--- config.mk ---
export PLATFORM = sky130hd
export DESIGN_NAME = lcd_serial_scheduler
export DESIGN_NICKNAME = d
export VERILOG_FILES = /design/src/rtl/lcd_serial_pkg.sv /design/src/rtl/lcd_uart_tx.sv /design/src/rtl/lcd_serial_scheduler.sv
export SDC_FILE = /design/constraint.sdc
export NUM_CORES = 1
export LEC_CHECK = 0
export CAP_MARGIN = 30
export CORE_MARGIN = 5
export CORE_UTILIZATION = 40
export DETAILED_ROUTE_END_ITERATION = 10
export PLACE_DENSITY_LB_ADDON = 0.12
export SYNTH_ARGS = -nofsm -noshare
export SYNTH_HDL_FRONTEND = slang
export SYNTH_SLANG_ARGS = --single-unit
--- constraint.sdc ---
create_clock -name clk_50 -period 5.66 [get_ports clk_50]
set_input_delay 1.132 -clock clk_50 [delete_from_list [all_inputs] [get_ports clk_50]]
set_output_delay 1.132 -clock clk_50 [all_outputs]
set_load 0.05 [all_outputs]
--- src/rtl/lcd_serial_pkg.sv ---
`default_nettype none
// ============================================================================
// Module   : lcd_serial_pkg
// Purpose  : Shared types and constants for the serial LCD link: scheduler
//            state encoding, link constants and LCD command codes.
// Ports    : none (package)
// Revision : 1.0 - initial release
// ============================================================================
package lcd_serial_pkg;

  typedef enum logic [2:0] {
    IDLE  = 3'd0,
    START = 3'd1,
    DATA  = 3'd2,
    STOP  = 3'd3,
    GAP   = 3'd4
  } ser_state_t;

  localparam logic [7:0] SER_CMD_PREFIX       = 8'hFE;
  localparam logic [7:0] SER_BACKLIGHT_PREFIX = 8'h7C;
  localparam int         SER_BAUD_DIV_50M     = 5208;

  localparam logic [7:0] CLEAR           = 8'h01;
  localparam logic [7:0] SET_CURSOR_BASE = 8'h80;

  // Cursor address for a 16x2 panel: row 1 starts at DDRAM offset 0x40.
  function automatic logic [7:0] set_cursor(input logic row, input logic [3:0] col);
    return SET_CURSOR_BASE | {1'b0, row, 2'b00, col};
  endfunction

endpackage
`default_nettype wire

--- src/rtl/lcd_uart_tx.sv ---
`default_nettype none
// ============================================================================
// Module   : lcd_uart_tx
// Purpose  : 8N1 serialiser. A load pulse starts a frame on the next cycle
//            (start bit, 8 data bits LSB first, stop bit), each bit held for
//            BAUD_DIV cycles. A load in the same cycle as done chains the next
//            frame with no idle cycle in between.
// Ports    : clk_50   - system clock
//            rst_n    - asynchronous active-low reset
//            load     - start a new frame with tx_byte
//            tx_byte  - byte to serialise
//            baud_cnt - position inside the current bit (0..BAUD_DIV-1)
//            bit_cnt  - current bit: 0 start, 1..8 data, 9 stop
//            done     - high on the last cycle of the stop bit
//            tx       - serial output, idles high
// Revision : 1.0 - initial release
// ============================================================================
module lcd_uart_tx #(
  parameter int BAUD_DIV = 4,
  parameter int BAUD_W   = (BAUD_DIV > 1) ? $clog2(BAUD_DIV) : 1
) (
  input  logic              clk_50,
  input  logic              rst_n,
  input  logic              load,
  input  logic [7:0]        tx_byte,
  output logic [BAUD_W-1:0] baud_cnt,
  output logic [3:0]        bit_cnt,
  output logic              done,
  output logic              tx
);

  localparam logic [BAUD_W-1:0] c_BAUD_LAST = BAUD_W'(BAUD_DIV - 1);

  logic              r_active;
  logic [8:0]        r_shift;
  logic [BAUD_W-1:0] r_baud;
  logic [3:0]        r_bit;
  logic              r_tx;
  logic              w_bit_end;

  assign w_bit_end = r_active && (r_baud == c_BAUD_LAST);

  always_ff @(posedge clk_50 or negedge rst_n) begin
    if (!rst_n) begin
      r_active <= 1'b0;
      r_shift  <= '1;
      r_baud   <= '0;
      r_bit    <= '0;
      r_tx     <= 1'b1;
    end else if (load) begin
      // Stop bit rides along as the top 1; shifting in 1s keeps it there.
      r_active <= 1'b1;
      r_shift  <= {1'b1, tx_byte};
      r_baud   <= '0;
      r_bit    <= '0;
      r_tx     <= 1'b0;
    end else if (r_active) begin
      if (w_bit_end) begin
        r_baud <= '0;
        if (r_bit == 4'd9) begin
          r_active <= 1'b0;
          r_bit    <= '0;
        end else begin
          r_tx    <= r_shift[0];
          r_shift <= {1'b1, r_shift[8:1]};
          r_bit   <= r_bit + 4'd1;
        end
      end else begin
        r_baud <= r_baud + 1'b1;
      end
    end
  end

  assign baud_cnt = r_baud;
  assign bit_cnt  = r_bit;
  assign done     = w_bit_end && (r_bit == 4'd9);
  assign tx       = r_tx;

endmodule
`default_nettype wire

--- src/rtl/lcd_serial_scheduler.sv ---
`default_nettype none
// ============================================================================
// Module   : lcd_serial_scheduler
// Purpose  : Shares the 9600-baud serial link to a 16x2 serial LCD between a
//            command source and a character source. Round-robin arbitration,
//            0xFE prefixing of commands, 8N1 framing and a settle gap after
//            every command pair.
// Ports    : clk_50    - system clock (only clock)
//            rst_n     - asynchronous active-low reset
//            cmd_valid - command byte available
//            cmd_byte  - command byte
//            cmd_ready - accept pulse for cmd_byte (only in IDLE)
//            dat_valid - character byte available
//            dat_byte  - ASCII character
//            dat_ready - accept pulse for dat_byte (only in IDLE)
//            tx        - serial line to the LCD, idles high
//            busy      - high from the cycle after a grant until IDLE
// Revision : 1.0 - initial release
// ============================================================================
module lcd_serial_scheduler
  import lcd_serial_pkg::*;
#(
  parameter int         BAUD_DIV      = SER_BAUD_DIV_50M,
  parameter logic [7:0] CMD_PREFIX    = SER_CMD_PREFIX,
  parameter int         CMD_GAP_BAUDS = 48
) (
  input  logic       clk_50,
  input  logic       rst_n,
  input  logic       cmd_valid,
  input  logic [7:0] cmd_byte,
  output logic       cmd_ready,
  input  logic       dat_valid,
  input  logic [7:0] dat_byte,
  output logic       dat_ready,
  output logic       tx,
  output logic       busy
);

  localparam int BAUD_W     = (BAUD_DIV > 1) ? $clog2(BAUD_DIV) : 1;
  localparam int GAP_CYCLES = CMD_GAP_BAUDS * BAUD_DIV;
  localparam int GAP_W      = (GAP_CYCLES > 0) ? $clog2(GAP_CYCLES + 1) : 1;

  localparam logic [BAUD_W-1:0] c_BAUD_LAST = BAUD_W'(BAUD_DIV - 1);
  localparam logic [GAP_W-1:0]  c_GAP_LAST  = GAP_W'((GAP_CYCLES > 0) ? GAP_CYCLES - 1 : 0);

  ser_state_t        r_state;
  logic              r_pfx_pending;
  logic              r_cmd_pair;
  logic [7:0]        r_cmd_hold;
  logic              r_last_dat;
  logic [GAP_W-1:0]  r_gap_cnt;

  logic              w_idle;
  logic              w_grant_cmd;
  logic              w_grant_dat;
  logic              w_chain;
  logic              w_load;
  logic [7:0]        w_load_byte;
  logic [BAUD_W-1:0] w_baud_cnt;
  logic [3:0]        w_bit_cnt;
  logic              w_done;
  logic              w_bit_end;

  // Readies are masked by rst_n so they stay low while reset is held even
  // though the state already reads IDLE.
  assign w_idle      = (r_state == IDLE) && rst_n;
  // r_last_dat=1 means data had the last grant, so a tie goes to cmd.
  assign w_grant_cmd = w_idle && cmd_valid && (!dat_valid || r_last_dat);
  assign w_grant_dat = w_idle && dat_valid && !w_grant_cmd;
  assign cmd_ready   = w_grant_cmd;
  assign dat_ready   = w_grant_dat;

  assign w_bit_end   = (w_baud_cnt == c_BAUD_LAST);
  assign w_chain     = (r_state == STOP) && w_done && r_pfx_pending;
  assign w_load      = w_grant_cmd || w_grant_dat || w_chain;
  assign w_load_byte = w_grant_cmd ? CMD_PREFIX :
                       w_grant_dat ? dat_byte   : r_cmd_hold;

  lcd_uart_tx #(
    .BAUD_DIV (BAUD_DIV),
    .BAUD_W   (BAUD_W)
  ) u_uart_tx (
    .clk_50   (clk_50),
    .rst_n    (rst_n),
    .load     (w_load),
    .tx_byte  (w_load_byte),
    .baud_cnt (w_baud_cnt),
    .bit_cnt  (w_bit_cnt),
    .done     (w_done),
    .tx       (tx)
  );

  always_ff @(posedge clk_50 or negedge rst_n) begin
    if (!rst_n) begin
      r_state       <= IDLE;
      r_pfx_pending <= 1'b0;
      r_cmd_pair    <= 1'b0;
      r_cmd_hold    <= '0;
      r_last_dat    <= 1'b1;
      r_gap_cnt     <= '0;
    end else begin
      case (r_state)
        IDLE: begin
          if (w_grant_cmd) begin
            r_state       <= START;
            r_pfx_pending <= 1'b1;
            r_cmd_pair    <= 1'b1;
            r_cmd_hold    <= cmd_byte;
            r_last_dat    <= 1'b0;
          end else if (w_grant_dat) begin
            r_state       <= START;
            r_pfx_pending <= 1'b0;
            r_cmd_pair    <= 1'b0;
            r_last_dat    <= 1'b1;
          end
        end
        START: begin
          if (w_bit_end) r_state <= DATA;
        end
        DATA: begin
          if (w_bit_end && (w_bit_cnt == 4'd8)) r_state <= STOP;
        end
        STOP: begin
          if (w_done) begin
            if (r_pfx_pending) begin
              // Serialiser is reloaded this cycle from r_cmd_hold.
              r_state       <= START;
              r_pfx_pending <= 1'b0;
            end else if (r_cmd_pair && (GAP_CYCLES > 0)) begin
              r_state   <= GAP;
              r_gap_cnt <= '0;
            end else begin
              r_state <= IDLE;
            end
          end
        end
        GAP: begin
          if (r_gap_cnt == c_GAP_LAST) r_state   <= IDLE;
          else                         r_gap_cnt <= r_gap_cnt + 1'b1;
        end
        default: r_state <= IDLE;
      endcase
    end
  end

  assign busy = (r_state != IDLE);

endmodule
`default_nettype wire

==> out/results.ini, run 1 <==
[sta]
tns_ns = 0
finClkSkew_ns = 0.00729
hold_viol = 0
fmax_mhz = 223
setup_viol = 0
period_share = 0.793
max_slew_margin = 0.503
rsz0062_at_grt = false
tightest_slew_ns = 0.746
worst_slack_ns = 1.17
period_needed_ns = 4.49
drv_slew = 0

[route]
routedWlPerCell_um = 14.9
vias = 2739
first_iter_violations = 107
first_pass_iters = 4
routed_via_density = 5.45
drt.antenna.violating_nets = 0
route.detailed.drc = 0
wirelength_um = 7470

[critical_path]
cp-start-kind = input pin
cp_max_fo = 19
required_ns = 4.53
crit_path_end_kind = output pin
cp_data_arrival_time_ns = 3.36
worstRegToRegCells = 6
path_class = in2out

[die]
die_y_um = 102
core_mm2 = 0.00826
io-pin-count = 24
die_w_um = 102
dieArea_mm2 = 0.0104
initial_core_util = 0.412
row_count = 33

[yosys]
netlist_instances = 377
ys.flop_type = dfrtp_1
seq_area_frac_synth = 0.438
syn_nets = 402
synth_seq_cells = 59
ys_types = 53
syn-cell-area_mm2 = 0.00340
yosysWarnings = 0
synthArstFlopShare = 1.00
avgSynthCellArea_um2 = 9.02
synth_edf_count = 0

[place]
hpwl_um = 5030
portBuffers = 23
preCtsSetupSlack_ns = 1.15
place.gp.congestion = 0.768

[clocking]
tritoncts = done
cts_resized = 0
cts_buffer_depth = 2
cts_made_buffers = 9
insertion_delay_ns = 0.34
root_buffer = clkbuf_8
holdBufCountCts = 0
cts.sinks = 59
cts_max_level = 3
clkSlewWorstSetupHoldPaths_ns = 0.07
cts_setup_buffers = 0

[layout]
diodes = 0
final_nets = 418
layout-drive-gt1-share = 0.123
syn2layout_area_growth_pct = 13.9

[global_routing]
grt_max_degree = 62
grt_pass1_wl_um = 12600
antenna_found_initial = 0
grtUsageTotal = 0.154
grt_pass1_vias = 2657
globalRouteOverflowTotal = 0

[min_path]
whs_path_depth = 1
hold_path_class = reg2reg

[power]
power_density_mw_per_mm2 = 278
p_leak_nw = 1.61
irDropWorstVdd_uv = 130

[status]
status = completed

[flow_run]
maxCapViolations = 0

==> kinds of logic (layout without fill, tap and decap cells) <==
kind of cell,count (synthesis),count (layout),synth area share
adders and majority gates,5,5,0.0184
and+or+nand+nor,181,181,0.289
DFF,59,59,0.438
xor gates and xnor gates,15,15,0.0386
buffers and inverters,30,51,0.0372
muxes,21,21,0.0651
AOI/OAI and AO/OA,66,66,0.114
==> registers in the layout, summed over array words and instances (netlist names) <==
signal              count
r_gap_cnt              18
u_uart_tx.baud_cnt     13
r_cmd_hold              8
u_uart_tx.r_shift       8
u_uart_tx.bit_cnt       4
r_state                 3
r_cmd_pair              1
r_last_dat              1
r_pfx_pending           1
u_uart_tx.r_active      1
u_uart_tx.tx            1
==> final timing paths <==
check | from | end | slack, ns
max in group asynchronous | rst_n | r_cmd_hold[2]$_DFFE_PN0P_ | 4.18
worst min register to register | u_uart_tx.baud_cnt[12]$_DFFE_PN0P_ | u_uart_tx.baud_cnt[12]$_DFFE_PN0P_ | 0.49
worst max register to register | r_state[1]$_DFFE_PN0P_ | u_uart_tx.r_shift[4]$_DFFE_PN1P_ | 3.21
min in group asynchronous | rst_n | r_gap_cnt[0]$_DFFE_PN0P_ | 0.98
worst max-delay path | dat_valid | cmd_ready | 1.17
worst min-delay path | u_uart_tx.baud_cnt[12]$_DFFE_PN0P_ | u_uart_tx.baud_cnt[12]$_DFFE_PN0P_ | 0.49
==> report_power, final <==
group / internal, mW / leakage (nW) / total, mW / switching [mW]
Combinational: 0.0838 / 0.780 / 0.163 / 0.0797
Sequential: 0.481 / 0.732 / 0.555 / 0.0742
Clock: 0.194 / 0.0965 / 0.359 / 0.165
Total: 0.759 / 1.61 / 1.08 / 0.319
==> worst max-delay path: stages <==
cell and delay [ns]:
clkdlybuf4s50_1 0.39, buf_4 0.19, nand2b_1 0.28, nand3_1 0.39, inv_1 0.15, clkdlybuf4s50_1 0.81
==> layout by cell type (no fill, tap or decap), types with 8 or more instances in the layout <==
cell	n
a21oi_1	30
and3_1	8
clkbuf_8	12
clkdlybuf4s50_1	22
dfrtp_1	49
dfstp_2	10
inv_1	8
mux2_2	9
mux2i_1	12
nand2_1	22
nand3_1	15
nand4_1	8
nor2_1	65
nor3_1	20
o21ai_0	15
xnor2_1	13
==> Yosys cell counts (9+ instances only) <==
library cell	number	area [um^2]
mux2_2	9	101
nor2_1	65	244
o21ai_0	15	75.1
a21oi_1	30	150
nor3_1	20	100
dfrtp_1	49	1230
nand2_1	22	82.6
nand3_1	15	75.1
clkbuf_1	10	37.5
dfstp_2	10	263
xnor2_1	13	114
mux2i_1	12	120
buf_2	11	55.1
==> per-stage QoR <==
step                      hold WS [ns]  total power [mW]  std cells  utilization  cell area [um^2]
final                            0.489              1.08        503        0.469              3870
after global routing             0.530              1.14        503        0.469              3870
after CTS                        0.497              1.09        503        0.469              3870
after detailed placement         0.488             0.727        487        0.447              3690
after global placement           0.486             0.723        486        0.446              3680
after floorplan                  0.447             0.670        377            -              3400
==> layout make-up <==
type	count	area [um^2]
multi-input cells	288	1790
fillers	841	4380
clock inverters	2	10.0
well taps	105	131
repair buffers	27	255
flip-flops and latches	59	1490
inverters	8	30.0
clock buffers	14	173
==> routing by layer <==
metal  share of wire  track usage  vias to the layer above
li1                -            -                     1370
met1            0.50        0.210                     1327
met2            0.45        0.241                       29
met3           0.022       0.0300                       13
met4           0.020       0.0656                        0
met5               0            0                        -
(Power assumes the default switching activity.)
==> inputs of run 2 (changes only) <==
Clock period 5.66 ns to 3.7 ns, I/O delays scaled along.
==> run 2 against run 1 <==
Effect of this change: core utilization up 0.076 points; setup slack got worse by 0.36 ns; final area rose by 0.16%; sequential share of layout area decreased by 0.062 points; sequential cell count unchanged; global-route usage rose by 0.34 points; clock power rose by 35%; wire length grew 0.40%; critical path type unchanged; largest cell class unchanged; highest routed layer unchanged.
==> out/results.ini, run 2 (synthesis gave the netlist of run 1 again) <==
[min_path]
hp-start = u_uart_tx.baud_cnt[12]$_DFFE_PN0P_  ; unchanged
hold_path_class = reg2reg  ; unchanged

[die]
io-pin-count = 24  ; unchanged
core_mm2 = 0.00826  ; unchanged
initial_core_util = 0.412  ; unchanged
die_y_um = 102  ; unchanged
die_w_um = 102  ; unchanged
dieArea_mm2 = 0.0104  ; unchanged
row_count = 33  ; unchanged

[sta]
period_needed_ns = 2.89
drv_slew = 0  ; unchanged
tns_ns = 0  ; unchanged
max_slew_margin = 0.485  ; was 0.503
fin_hold_ws_ns = 0.508  ; was 0.489 ns
tightest_slew_ns = 0.773  ; was 0.746 ns
setup_viol = 0  ; unchanged
rsz0062_at_grt = false  ; unchanged
worst_slack_ns = 0.814  ; was 1.17 ns
period_share = 0.780
finClkSkew_ns = 0.0105  ; was 0.00729 ns
fmax_mhz = 347
hold_viol = 0  ; unchanged

[clocking]
tritoncts = done  ; unchanged
cts_setup_buffers = 0  ; unchanged
cts_resized = 0  ; unchanged
insertion_delay_ns = 0.34  ; about the same
cts_made_buffers = 9  ; unchanged
cts_buffer_depth = 2  ; unchanged
root_buffer = clkbuf_8  ; unchanged
cts.sinks = 59  ; unchanged
cts_max_level = 3  ; unchanged
clkSlewWorstSetupHoldPaths_ns = 0.06  ; was 0.07 ns
holdBufCountCts = 0  ; unchanged

[power]
net-switching-power_mw = 0.487  ; was 0.319 mW
intPower_mw = 1.11  ; was 0.759 mW
p_leak_nw = 1.61  ; about the same
irDropWorstVdd_uv = 141  ; was 130 uV
power_frac_comb = 0.160  ; was 0.152
clockPowerShare = 0.305  ; was 0.333
swShare = 0.306  ; was 0.296
sequentialPowerShare = 0.535  ; was 0.515
finalPower_mw = 1.59  ; was 1.08 mW
power_density_mw_per_mm2 = 411  ; was 278 mW/mm^2

[layout]
mostFrequentLayoutCell = nor2_1  ; unchanged
diodes = 0  ; unchanged
layout_common_cells = nor2_1, dfrtp_1, a21oi_1, nand2_1  ; was nor2_1, dfrtp_1, a21oi_1, nand2_1, clkdlybuf4s50_1
final_nets = 420  ; was 418
fillers = 818  ; was 841
largest_reg_flops = 18  ; unchanged
layout-drive-gt1-share = 0.128  ; was 0.123
largest_register = r_gap_cnt  ; unchanged
syn2layout_area_growth_pct = 14.1  ; was 13.9%
final_cell_area_mm2 = 0.00388  ; was 0.00387 mm^2

[critical_path]
crit_path_end_kind = output pin  ; unchanged
path_cells = clkdlybuf4s50_1 > nand2b_1 > nand3_1 > buf_4 > inv_1 > buf_12  ; was clkdlybuf4s50_1 > buf_4 > nand2b_1 > nand3_1 > inv_1 > clkdlybuf4s50_1
r2r-start = r_state[1]$_DFFE_PN0P_  ; unchanged
slowest_delay_ns = 0.60  ; was 0.81 ns
cp_data_arrival_time_ns = 2.15  ; was 3.36 ns
cp-start-kind = input pin  ; unchanged
path_class = in2out  ; unchanged
cp_max_fo = 10  ; was 19
slowest_stage = clkdlybuf4s50_1  ; unchanged
required_ns = 2.96  ; was 4.53 ns
crit_start = dat_valid  ; unchanged

[global_routing]
grt_max_degree = 61  ; was 62
grt_pass1_wl_um = 13100  ; was 12600 um
globalRouteOverflowTotal = 0  ; unchanged
grtUsageTotal = 0.158  ; was 0.154
antenna_found_initial = 0  ; unchanged
grt_pass1_vias = 2723  ; was 2657

[route]
routed_via_density = 5.44  ; was 5.45
drt.antenna.violating_nets = 0  ; unchanged
routedWlPerCell_um = 14.9  ; about the same
first_pass_iters = 4  ; unchanged
wirelength_um = 7500  ; was 7470 um
vias = 2747  ; was 2739
first_iter_violations = 137  ; was 107
route.detailed.drc = 0  ; unchanged

[place]
place.gp.congestion = 0.765  ; was 0.768
preCtsSetupSlack_ns = 0.807  ; was 1.15 ns
portBuffers = 23  ; unchanged
hpwl_um = 5100  ; was 5030 um
place_area_mm2 = 0.00373  ; was 0.00369 mm^2

[flow_run]
maxCapViolations = 0  ; unchanged

[status]
status = completed  ; unchanged

[run 2: cell types whose count changed in the layout (fill, tap and decap cells not counted)]
| cell | previous run | this run |
|---|---|---|
| buf_4 | 4 | 6 |
| buf_12 | 0 | 2 |
| clkbuf_1 | 2 | 4 |
| clkinv_2 | 2 | 3 |
| clkbuf_8 | 12 | 9 |
| clkdlybuf4s50_1 | 22 | 20 |
[run 2: metal layers]
| layer | share of wire | global-route usage | routed length [um] |
|---|---|---|---|
| met1 | 0.50 | 0.221 | 3760 |
| met2 | 0.45 | 0.233 | 3360 |
| met3 | 0.035 | 0.0341 | 259 |
| met4 | 0.016 | 0.0716 | 121 |
| met5 | 0 | 0 | 0 |
[run 2: worst paths after layout]
kind	endpoint	slack (ns)	depth (start not counted)
min	u_uart_tx.baud_cnt[12]$_DFFE_PN0P_	0.51	1
max reg2reg	u_uart_tx.r_shift[5]$_DFFE_PN1P_	1.32	6
max	cmd_ready	0.81	6
min reg2reg	u_uart_tx.baud_cnt[12]$_DFFE_PN0P_	0.51	1
min in group asynchronous	r_state[2]$_DFFE_PN0P_	0.59	2
max in group asynchronous	u_uart_tx.baud_cnt[2]$_DFFE_PN0P_	2.59	2
[run 2: cell type report]
type,count,area (um^2),area share
multi-input combinational,288,1790,0.460
sequential,59,1490,0.384
timing repair buffer,29,290,0.0748
clock buffer,13,139,0.0358
tap,105,131,0.0339
inverter,8,30.0,0.00774
clock inverter,3,15.0,0.00387
[run 2: power by group through the flow]
stage,Sequential [mW],Combinational [mW],Clock [mW]
final,0.853,0.255,0.485
after global routing,0.870,0.294,0.531
after CTS,0.850,0.258,0.510
after detailed placement,0.859,0.258,0
after global placement,0.860,0.255,0
after floorplan,0.824,0.201,0
[run 2: per-stage QoR]
step,cells,utilization
after floorplan,377,-
after global placement,489,0.451
after detailed placement,489,0.451
after CTS,505,0.470
after global routing,505,0.470
final,505,0.470
[run 2: critical path: cells and delay by family]
family,cells,cell delay [ns]
and+or+nand+nor,2,0.39
buffers and inverters,4,1.02
==> inputs of run 3 (changes only) <==
Clock period 3.7 ns to 2.7 ns, I/O delays scaled along.
==> run 3 against run 2 <==
Effect of this change: setup slack worse by 0.65 ns; cell count up 0.99%; register-to-register slack worse by 0.80 ns; count of clock-buffer cells in the layout down 1; clock power up 92%; core utilization up 1.3 points; combinational power up 39%; sequential share of layout area down 1.1 points; critical path depth down 4; wire length up 2.1%; highest routed layer unchanged.
==> out/results.ini, run 3 (synthesis gave the netlist of run 1 again) <==
[global_routing]
grt_max_degree = 61  ; unchanged
antenna_found_initial = 0  ; unchanged
globalRouteOverflowTotal = 0  ; unchanged
grtUsageTotal = 0.161  ; was 0.158
grt_pass1_wl_um = 13300  ; was 13100 um
grt_pass1_vias = 2824  ; was 2723

[critical_path]
cp_data_arrival_time_ns = 1.99  ; was 2.15 ns
path_cells = or3_1 > clkdlybuf4s50_1  ; was clkdlybuf4s50_1 > nand2b_1 > nand3_1 > buf_4 > inv_1 > buf_12
crit_path_end_kind = output pin  ; unchanged
slowest_delay_ns = 0.71  ; was 0.60 ns
cp-start-kind = flip-flop  ; was input pin
critical-path-top-delay-family = buffers and inverters  ; unchanged
critPathBufInv = 1  ; was 4
required_ns = 2.16  ; was 2.96 ns
cp_max_fo = 11  ; was 10
path_class = reg2out  ; was in2out
slowest_stage = clkdlybuf4s50_1  ; unchanged

[sta]
hold_viol = 0  ; unchanged
fmax_mhz = 395
setup_viol = 0  ; unchanged
rsz0062_at_grt = false  ; unchanged
period_share = 0.939
max_slew_margin = 0.490  ; was 0.485
drv_slew = 0  ; unchanged
tns_ns = 0  ; unchanged
tightest_slew_ns = 0.766  ; was 0.773 ns
finClkSkew_ns = 0.0116  ; was 0.0105 ns
period_needed_ns = 2.53

[power]
p_leak_nw = 1.67  ; was 1.61 nW
power_density_mw_per_mm2 = 614  ; was 411 mW/mm^2
irDropWorstVdd_uv = 331  ; was 141 uV
power_frac_comb = 0.145  ; was 0.160
intPower_mw = 1.76  ; was 1.11 mW
net-switching-power_mw = 0.694  ; was 0.487 mW
swShare = 0.283  ; was 0.306
sequentialPowerShare = 0.477  ; was 0.535
clockPowerShare = 0.379  ; was 0.305

[layout]
syn2layout_area_growth_pct = 17.4  ; was 14.1%
layout-drive-gt1-share = 0.146  ; was 0.128
diodes = 0  ; unchanged
largest_reg_flops = 18  ; unchanged
stdcell_count = 510  ; was 505
fin_util = 0.483  ; was 0.470
final_cell_area_mm2 = 0.00399  ; was 0.00388 mm^2
final_nets = 425  ; was 420
largest_register = r_gap_cnt  ; unchanged
layout_common_cells = nor2_1, dfrtp_1, a21oi_1, nand2_1  ; unchanged
mostFrequentLayoutCell = nor2_1  ; unchanged

[place]
hpwl_um = 5270  ; was 5100 um
portBuffers = 23  ; unchanged
place_area_mm2 = 0.00376  ; was 0.00373 mm^2
place.gp.congestion = 0.803  ; was 0.765
dp.cells = 494  ; was 489

[clocking]
root_buffer = clkbuf_8  ; unchanged
cts_buffer_depth = 2  ; unchanged
cts_resized = 0  ; unchanged
clkSlewWorstSetupHoldPaths_ns = 0.07  ; was 0.06 ns
holdBufCountCts = 0  ; unchanged
cts_max_level = 3  ; unchanged
cts_made_buffers = 9  ; unchanged
cts_setup_buffers = 0  ; unchanged
insertion_delay_ns = 0.34  ; about the same
cts.sinks = 59  ; unchanged
tritoncts = done  ; unchanged

[die]
row_count = 33  ; unchanged
die_y_um = 102  ; unchanged
dieArea_mm2 = 0.0104  ; unchanged
initial_core_util = 0.412  ; unchanged
io-pin-count = 24  ; unchanged
die_w_um = 102  ; unchanged
core_mm2 = 0.00826  ; unchanged

[route]
route.detailed.drc = 0  ; unchanged
vias = 2782  ; was 2747
routedWlPerCell_um = 15.0  ; was 14.9 um
first_pass_iters = 4  ; unchanged
first_iter_violations = 104  ; was 137
wirelength_um = 7660  ; was 7500 um
routed_via_density = 5.45  ; was 5.44
drt.antenna.violating_nets = 0  ; unchanged

[min_path]
hold_path_class = in2async  ; was reg2reg

[status]
status = completed  ; unchanged

[flow_run]
maxCapViolations = 0  ; unchanged

-- run 3: routing by layer --
metal	GRT usage	part of all wire	wire length, um
met1	0.217	0.50	3800
met2	0.250	0.45	3470
met3	0.0355	0.032	247
met4	0.0686	0.019	144
met5	0	0	0
-- run 3: cell type report --
| type | instances | area (um^2) |
|---|---|---|
| clock buffers | 12 | 155 |
| fillers | 795 | 4270 |
| inverters | 8 | 30.0 |
| multi-input cells | 288 | 1790 |
| clock inverters | 4 | 72.6 |
| repair buffers | 34 | 328 |
| well taps | 105 | 131 |
| flip-flops and latches | 59 | 1490 |
-- run 3: power by group through the flow --
stage,combinational (mW),sequential [mW],clock (mW)
5_1_grt,0.403,1.19,0.984
3_3_place_gp,0.353,1.18,0
2_1_floorplan,0.275,1.13,0
4_1_cts,0.358,1.17,0.945
3_5_place_dp,0.358,1.18,0
6_report,0.354,1.17,0.929
-- run 3: worst paths after layout --
| kind | startpoint | endpoint | cells after the start | slack [ns] |
|---|---|---|---|---|
| setup / recovery | r_state[1]$_DFFE_PN0P_ | busy | 2 | 0.17 |
| hold / removal | rst_n | r_gap_cnt[4]$_DFFE_PN0P_ | 2 | 0.42 |
| setup reg to reg | r_state[1]$_DFFE_PN0P_ | u_uart_tx.r_shift[0]$_DFFE_PN1P_ | 6 | 0.52 |
| hold reg to reg | r_cmd_pair$_DFFE_PN0P_ | r_cmd_pair$_DFFE_PN0P_ | 2 | 0.50 |
| max in group asynchronous | rst_n | r_pfx_pending$_DFFE_PN0P_ | 2 | 1.78 |
| min in group clk_50 | r_cmd_pair$_DFFE_PN0P_ | r_cmd_pair$_DFFE_PN0P_ | 2 | 0.50 |
-- run 3: per-stage QoR --
step	power [mW]	hold slack, ns	setup WS (ns)
2_1_floorplan	1.40	0.244	0.452
3_3_place_gp	1.53	0.472	0.367
3_5_place_dp	1.54	0.481	0.332
4_1_cts	2.47	0.452	0.146
5_1_grt	2.58	0.491	0.0834
6_report	2.45	0.416	0.166
